**src/rtl/npc_bpred.sv**
```systemverilog
// Next-PC unit with direct-mapped BTB and 2-bit counters for a MIPS pipeline with one delay slot.
// Prediction happens in IF, branch/jump resolution happens in EX, and a mispredict redirects fetch and kills the IF slot.
module npc_bpred #(
  parameter int unsigned ENTRIES = 16,
  parameter int unsigned IDX_W   = 4,
  parameter int unsigned TAG_W   = 8,
  parameter int unsigned CNT_W   = 32
) (
  input  logic             clk,
  input  logic             reset,
  input  logic             fetch_en,
  input  logic [31:0]      pc_f,
  output logic [31:0]      npc_f,
  output logic             pred_taken_f,
  output logic [31:0]      pred_tgt_f,
  output logic             flush_f,
  input  logic             ex_valid,
  input  logic [1:0]       ex_type,
  input  logic [2:0]       ex_cmpop,
  input  logic [31:0]      ex_pc,
  input  logic [31:0]      ex_a,
  input  logic [31:0]      ex_b,
  input  logic [31:0]      ex_imm32,
  input  logic [25:0]      ex_imm26,
  input  logic             ex_pred_taken,
  input  logic [31:0]      ex_pred_tgt,
  output logic [CNT_W-1:0] perf_br,
  output logic [CNT_W-1:0] perf_miss
);

  logic             valid_q [ENTRIES];
  logic             valid_d [ENTRIES];
  logic [TAG_W-1:0] tag_q   [ENTRIES];
  logic [TAG_W-1:0] tag_d   [ENTRIES];
  logic [31:0]      tgt_q   [ENTRIES];
  logic [31:0]      tgt_d   [ENTRIES];
  logic [1:0]       cnt_q   [ENTRIES];
  logic [1:0]       cnt_d   [ENTRIES];

  logic             pend_vld_q, pend_vld_d;
  logic [31:0]      pend_tgt_q, pend_tgt_d;
  logic [CNT_W-1:0] perf_br_q, perf_br_d;
  logic [CNT_W-1:0] perf_miss_q, perf_miss_d;

  logic [IDX_W-1:0] idx_f, idx_x;
  logic [TAG_W-1:0] tag_f, tag_x;
  logic             hit_f, hit_x;
  logic             br_taken;
  logic [31:0]      actual_x, predicted_x;
  logic             mispred;

  assign idx_f = pc_f[IDX_W+1:2];
  assign tag_f = pc_f[IDX_W+TAG_W+1:IDX_W+2];
  assign idx_x = ex_pc[IDX_W+1:2];
  assign tag_x = ex_pc[IDX_W+TAG_W+1:IDX_W+2];
  assign hit_f = valid_q[idx_f] && (tag_q[idx_f] == tag_f);
  assign hit_x = valid_q[idx_x] && (tag_q[idx_x] == tag_x);

  always_comb begin
    br_taken = 1'b0;
    case (ex_cmpop)
      3'd0:    br_taken = (ex_a == ex_b);
      3'd1:    br_taken = (ex_a != ex_b);
      3'd2:    br_taken = ex_a[31] || (ex_a == '0);
      3'd3:    br_taken = !ex_a[31] && (ex_a != '0);
      3'd4:    br_taken = ex_a[31];
      3'd5:    br_taken = !ex_a[31];
      default: br_taken = 1'b0;
    endcase

    actual_x = ex_a;
    case (ex_type)
      2'd0:    actual_x = br_taken ? (ex_pc + 32'd4 + (ex_imm32 << 2)) : (ex_pc + 32'd8);
      2'd1:    actual_x = {ex_pc[31:28], ex_imm26, 2'b00};
      default: actual_x = ex_a;
    endcase

    predicted_x = ex_pred_taken ? ex_pred_tgt : (ex_pc + 32'd8);
    mispred     = ex_valid && (actual_x != predicted_x);
  end

  // The delay-slot fetch does not make its own prediction, so the pending redirect is never stacked.
  always_comb begin
    pred_taken_f = !pend_vld_q && hit_f && cnt_q[idx_f][1];
    pred_tgt_f   = hit_f ? tgt_q[idx_f] : '0;
    flush_f      = mispred;
    if (mispred)         npc_f = actual_x;
    else if (pend_vld_q) npc_f = pend_tgt_q;
    else                 npc_f = pc_f + 32'd4;
  end

  always_comb begin
    pend_vld_d = pend_vld_q;
    pend_tgt_d = pend_tgt_q;
    if (mispred) begin
      pend_vld_d = 1'b0;
    end else if (fetch_en) begin
      if (pend_vld_q) begin
        pend_vld_d = 1'b0;
      end else if (pred_taken_f) begin
        pend_vld_d = 1'b1;
        pend_tgt_d = pred_tgt_f;
      end
    end
  end

  always_comb begin
    valid_d = valid_q;
    tag_d   = tag_q;
    tgt_d   = tgt_q;
    cnt_d   = cnt_q;
    if (ex_valid) begin
      case (ex_type)
        2'd0: begin
          if (hit_x) begin
            if (br_taken) begin
              tgt_d[idx_x] = actual_x;
              if (cnt_q[idx_x] != 2'b11) cnt_d[idx_x] = cnt_q[idx_x] + 2'd1;
            end else if (cnt_q[idx_x] != 2'b00) begin
              cnt_d[idx_x] = cnt_q[idx_x] - 2'd1;
            end
          end else if (br_taken) begin
            valid_d[idx_x] = 1'b1;
            tag_d[idx_x]   = tag_x;
            tgt_d[idx_x]   = actual_x;
            cnt_d[idx_x]   = 2'b10;
          end
        end
        2'd1: begin
          valid_d[idx_x] = 1'b1;
          tag_d[idx_x]   = tag_x;
          tgt_d[idx_x]   = actual_x;
          cnt_d[idx_x]   = 2'b11;
        end
        default: ;
      endcase
    end
  end

  always_comb begin
    perf_br_d   = perf_br_q;
    perf_miss_d = perf_miss_q;
    if (ex_valid && (perf_br_q != '1))  perf_br_d   = perf_br_q + CNT_W'(1);
    if (mispred && (perf_miss_q != '1)) perf_miss_d = perf_miss_q + CNT_W'(1);
  end

  assign perf_br   = perf_br_q;
  assign perf_miss = perf_miss_q;

  always_ff @(posedge clk or negedge reset) begin
    if (!reset) begin
      for (int unsigned i = 0; i < ENTRIES; i++) begin
        valid_q[i] <= 1'b0;
        tag_q[i]   <= '0;
        tgt_q[i]   <= '0;
        cnt_q[i]   <= 2'b01;
      end
      pend_vld_q  <= 1'b0;
      pend_tgt_q  <= '0;
      perf_br_q   <= '0;
      perf_miss_q <= '0;
    end else begin
      valid_q     <= valid_d;
      tag_q       <= tag_d;
      tgt_q       <= tgt_d;
      cnt_q       <= cnt_d;
      pend_vld_q  <= pend_vld_d;
      pend_tgt_q  <= pend_tgt_d;
      perf_br_q   <= perf_br_d;
      perf_miss_q <= perf_miss_d;
    end
  end

endmodule

```
**config.mk**
```make
export PLATFORM = sky130hd
export DESIGN_NAME = npc_bpred
export DESIGN_NICKNAME = d
export VERILOG_FILES = /design/src/rtl/npc_bpred.sv
export SDC_FILE = /design/constraint.sdc
export NUM_CORES = 2
export LEC_CHECK = 0
export ABC_AREA = 0
export CAP_MARGIN = 30
export CORE_UTILIZATION = 40
export DETAILED_ROUTE_END_ITERATION = 8
export GPL_TIMING_DRIVEN = 0
export PLACE_DENSITY = 0.61
export RECOVER_POWER = 50
export SYNTH_ARGS = -nofsm -noshare
export SYNTH_HDL_FRONTEND = slang
export SYNTH_SLANG_ARGS = --single-unit
```
**constraint.sdc**
```tcl
create_clock -name clk -period 8.43 [get_ports clk]
set_clock_uncertainty 0.15 [all_clocks]
set_input_delay 1.686 -clock clk [delete_from_list [all_inputs] [get_ports clk]]
set_output_delay 1.686 -clock clk [all_outputs]
set_load 0.01 [all_outputs]
```
# [Word-level counts from Yosys, hierarchy flattened]
# Index checks and enable logic that the tools add are counted.
# W data, S select, Z words.
[totals] reg_bits=785 output_inout_bits=130 elab_cells=188
[op_classes] add_sub_neg=8 order_cmp=3 eq_ne=19 n_mux=58 bitwise_logic=9 n_reduce_logical=23
[op_table] cell="$pmux W512 S2" n=1
[op_table] cell="$bwmux W512" n=1
[op_table] cell="$mux W512" n=1
[op_table] cell="$mux W32" n=13
[op_table] cell="$mux W128" n=2
[op_table] cell="$pmux W128 S2" n=1
[op_table] cell="$bmux W32 S4" n=1
[op_table] cell="$bwmux W128" n=1
[op_table] cell="$demux W32 S4" n=1
[op_table] cell="$pmux W32 S2" n=2
[op_table] cell="$add A32 B1 Y32 const B" n=2
[op_table] cell="$add A32 B3 Y32 const B" n=2
[op_table] cell="$bmux W8 S4" n=2
[op_table] cell="$bwmux W32" n=2
[op_table] cell="$ne A32 B32 Y1" n=2
[op_table] cell="$ne A32 B32 Y1 const B" n=2
[op_table] cell="$mux W8" n=5
[op_table] cell="$add A32 B32 Y32" n=1
[op_table] cell="$add A32 B4 Y32 const B" n=1
[op_table] cell="$demux W8 S4" n=1
[op_table] cell="$eq A32 B32 Y1" n=1
[op_table] cell="$logic_not A32 Y1" n=1
[op_table] cell="$mux W16" n=2
[op_table] cell="$or A16 B16 Y16" n=2
[op_table] cell="35 further kinds" n=70

# [Depth between registers and ports, before layout]
[logic_depth] depth_word=12 mapped_depth=24 mapped_depth_nobuf=18

# [Worst setup path after synthesis]
# OpenSTA, ideal clock, no wires.
[synth_timing] kind="input-to-output" from="in ex_pc[2]" to="out npc_f[2]" arrival_ps=6611 required_ps=6594 slack_ps=-17 stages=22 n_path_buf=5 cell_sequence="buf_2 -> buf_2 -> clkbuf_1 -> inv_1 -> ha_1 -> inv_1 -> ha_1 -> fa_1 -> a21o_1 -> a221o_1 -> nand4_1 -> and3_1 -> or4_1 -> a211oi_1 -> o21ai_0 -> a2111oi_2 -> nand4b_1 -> nor4b_2 -> a31oi_4 -> buf_2 -> buf_2 -> a21oi_1"
[synth_via] elab_chain_cells=7
[synth_lines] item="start: declaration" line="20" text="input logic [31:0] ex_pc,"
[synth_lines] item="$add A32 B3 Y32" line="73" text="2'd0: actual_x = br_taken ? (ex_pc + 32'd4 + (ex_imm32 << 2)) : (ex_pc + 32'd8);"
[synth_lines] item="$add A32 B32 Y32" line="73"
[synth_lines] item="$mux W32" line="73"
[synth_lines] item="$pmux W32 S2" line="72" text="case (ex_type)"
[synth_lines] item="$ne A32 B32 Y1 *" line="79" text="mispred = ex_valid && (actual_x != predicted_x);"
[synth_lines] item="$logic_and A1 B1 Y1 *" line="79"
[synth_lines] item="named net flush_f" line="16" text="output logic flush_f,"
[synth_lines] item="$mux W32 *" line="87" text="if (mispred) npc_f = actual_x;"
[synth_lines] item="end: declaration" line="13" text="output logic [31:0] npc_f,"
# The timed path passes the listed nets; every way through them passes the cells marked *.

# [Worst setup path after layout]
[layout_timing] from="in ex_a[27]" to="out npc_f[13]"
[layout_via] elab_chain_cells=8
[layout_lines] item="start: declaration" line="21" text="input logic [31:0] ex_a,"
[layout_lines] item="$reduce_bool A32 Y1 / $logic_not A32 Y1 (equally long branches)" line="65, 64"
[layout_lines] item="$logic_and A1 B1 Y1 / $logic_or A1 B1 Y1 (equally long branches)" line="65, 64"
[layout_lines] item="$pmux W1 S6" line="61" text="case (ex_cmpop)"
[layout_lines] item="$mux W32" line="73"
[layout_lines] item="$pmux W32 S2 *" line="72"
[layout_lines] item="$ne A32 B32 Y1" line="79"
[layout_lines] item="$logic_and A1 B1 Y1" line="79"
[layout_lines] item="$mux W32 *" line="87"
# Mark *: on every way between the ends. The rest lies on a longest branch, timed or not.

==> impl_metrics.yaml <==
routing:
  totalWireLength_um: 156800
  drt-pass1-iter-count: 6
  drc: 0
  ant_nets: 0
  viasPerCell: 5.907
  wl_per_cell_um: 25.91
  vias: 35750
  drtIter0Drc: 3335
timing:
  maxSlewHeadroom_pct: -187.9
  report.final.slew_viol_count: 259
  hold_viol_final: 0
  timing.final.crit_share_pct: 98.73
  max_freq_ghz: 0.1201
  setup_violations: 0
  fin_ws_ns: 0.1067
  fin_setup_tns_ns: 0
  tightest_slew_ns: 4.319
  min_period_ns: 8.323
floorplan:
  fp.dieH_um: 327.5
  initial_core_util_pct: 40.32
  rows: 119
  ios: 358
  dieArea_um2: 107300
  core-area_um2: 105100
  die_x_um: 327.5
global_route:
  grt_max_degree: 118
  grt_pass1_vias: 35400
  track_usage_pct: 29.17
  grt_pass1_wl_um: 234500
  antenna_found_initial: 8
  grt_overflow_total: 0
synth:
  synth.yosys.seq_area_share_pct: 46.39
  async_reset_ff_share_pct: 100.0
  syn_area_um2: 42390
  ys_dominant_reg_cell: "dfrtp_1"
  syn_avg_cell_area_um2: 10.33
  synth_edf_count: 0
  netlist_top_cells_count: "769 x dfrtp_1, 695 x nand2_1, 552 x o21ai_0"
  yosysMostFrequentCell: "dfrtp_1"
  synth_nets: 4395
  ys_types: 80
  yosys_warnings: 0
  yosys_register_bits: 785
  synth.largest_area_cell: "dfrtp_1"
  synthTopCellsByArea: "dfrtp_1 45%, mux4_2 8.0%, o21ai_0 6.5%, nand2_1 6.2%, mux2_2 5.3%"
  synth_top_area_share_pct: 45.40
  netlist_instances: 4103
placement:
  placed_cell_area_um2: 48250
  place_inst: 5889
  port_buffers: 351
  dp_hpwl_um: 118500
  gp_congestion: 0.9466
  place_ws_ns: -2.090
worst_setup_path:
  crit_path_start_kind: "primary input"
  critPathKind: "in -> out"
  cp.arrival_ns: 6.49
  crit_path_max_fanout: 10
  cp.required_ns: 6.59
  crit_path_end_kind: "output port"
clock_tree:
  clockBufferDepth: 3
  htreeDepth: 3
  cts-buffers-inserted: 87
  cts.sinks: 785
  cts-hold-fix-buffers: 0
  clk_pin_slew_ns: 0.06
  cts_root_buf: "clkbuf_16"
  clk-insertion-delay-late_ns: 0.68
  cts_tree: "done"
power_and_ir_drop:
  power.density_nw_per_um2: 210.7
  p_leak_uw: 0.02259
  vdd_ir_drop_max_v: 0.0001991
finish:
  stdcell_area_um2: 52190
  num-nets-final: 4890
  instances_no_fill: 6052
  area_delta_synth_final_pct: 23.14
  final_core_util_pct: 49.65
  drive_gt1_share_pct: 17.67
outcome:
  status: "complete, but fails checks"
  violations: "capacitance limit, slew limit"
hold_path:
  hold_path.class: "reg -> reg"
job:
  drv_cap: 3
registers in the layout (all words and copies together), names as in the netlist:
signal and count:
tag_q 128, pend_vld_q 1, perf_br 32, valid_q 16, pend_tgt_q 32, cnt_q 32
tgt_q 512, perf_miss 32
where the power goes:
part           total [uW]  switching [uW]  internal (uW)
logic                2340            1260           1080
registers            4770             384           4390
clock network        3890            1620           2270
total               11000            3260           7740
cells in the final DEF (no fill, tap or decap), types with 42 or more instances in the layout:
| cell | instances |
|---|---|
| a21oi_1 | 141 |
| buf_2 | 48 |
| buf_4 | 43 |
| clkbuf_1 | 232 |
| clkbuf_16 | 89 |
| clkdlybuf4s50_1 | 242 |
| dfrtp_1 | 769 |
| mux2_1 | 44 |
| mux2_2 | 198 |
| mux2i_1 | 168 |
| mux4_2 | 150 |
| nand2_1 | 692 |
| nand3_1 | 69 |
| nor2_1 | 129 |
| nor3_1 | 42 |
| o21ai_0 | 548 |
| xnor2_1 | 103 |
| xor2_1 | 99 |
cell type report:
type	count	area, um2
Antenna cell	3	7.507
Buffer	296	1354
Clock buffer	125	2492
Clock inverter	24	367.9
Fill cell	9801	52920
Inverter	32	125.1
Multi-Input combinational cell	2972	22250
Sequential cell	785	19660
Tap cell	1391	1740
Timing Repair Buffer	424	4190
worst paths after layout:
kind                                  from     endpoint  slack (ns)  cells past startpoint
worst max-delay path              ex_a[27]    npc_f[13]        0.11                     19
worst min-delay path            tgt_q[154]   tgt_q[154]        0.32                      2
worst max register to register   tag_q[15]    cnt_q[31]        3.57                     10
worst min register to register  tgt_q[154]   tgt_q[154]        0.32                      2
max in group asynchronous            reset   tgt_q[175]        1.17                      4
min in group asynchronous            reset  perf_br[25]        2.37                      1
logic make-up after synthesis:
group | synth area share, %
compound gates | 13.36
xor+xnor | 4.174
fa+ha+maj | 1.907
buf+inv | 3.303
flops | 46.39
mux | 18.72
simple gates | 12.15
layer usage:
layer | vias to the layer above | global-route usage, % | part of all wire, %
met5 | - | 0 | 0.015
met1 | 18270 | 40.15 | 43
met4 | 4 | 10.30 | 3.9
met2 | 1386 | 46.65 | 47
li1 | 15790 | - | -
met3 | 302 | 4.596 | 6.9
worst max-delay path: stages:
cell,delay (ns)
clkdlybuf4s50_1,0.55
xor2_1,0.23
nor4_2,0.22
nand4_1,0.11
buf_4,0.18
or3_1,0.34
buf_2,0.20
nand3_4,0.13
buf_8,0.17
mux2_1,0.44
a21oi_4,0.28
xnor2_1,0.16
nand4_1,0.28
nor4_4,0.44
a31oi_4,0.27
buf_8,0.23
buf_12,0.16
mux2i_4,0.20
buf_6,0.16
per-stage QoR:
stage,total power (uW),hold WS (ns)
final,11000,0.3242
after global routing,11470,0.3378
after detailed placement,7054,0.3131
after floorplan,6101,0.2904
after CTS,10990,0.3285
after global placement,6986,0.3055
timing repair:
action                                  in CTS  in global routing
cloned                                       1                  0
endpoints found under the setup margin      66                 58
setup buffers                               21                  5
pin swaps                                   27                 22
resized for setup                          334                102
Power figures use the tool's default switching activity.
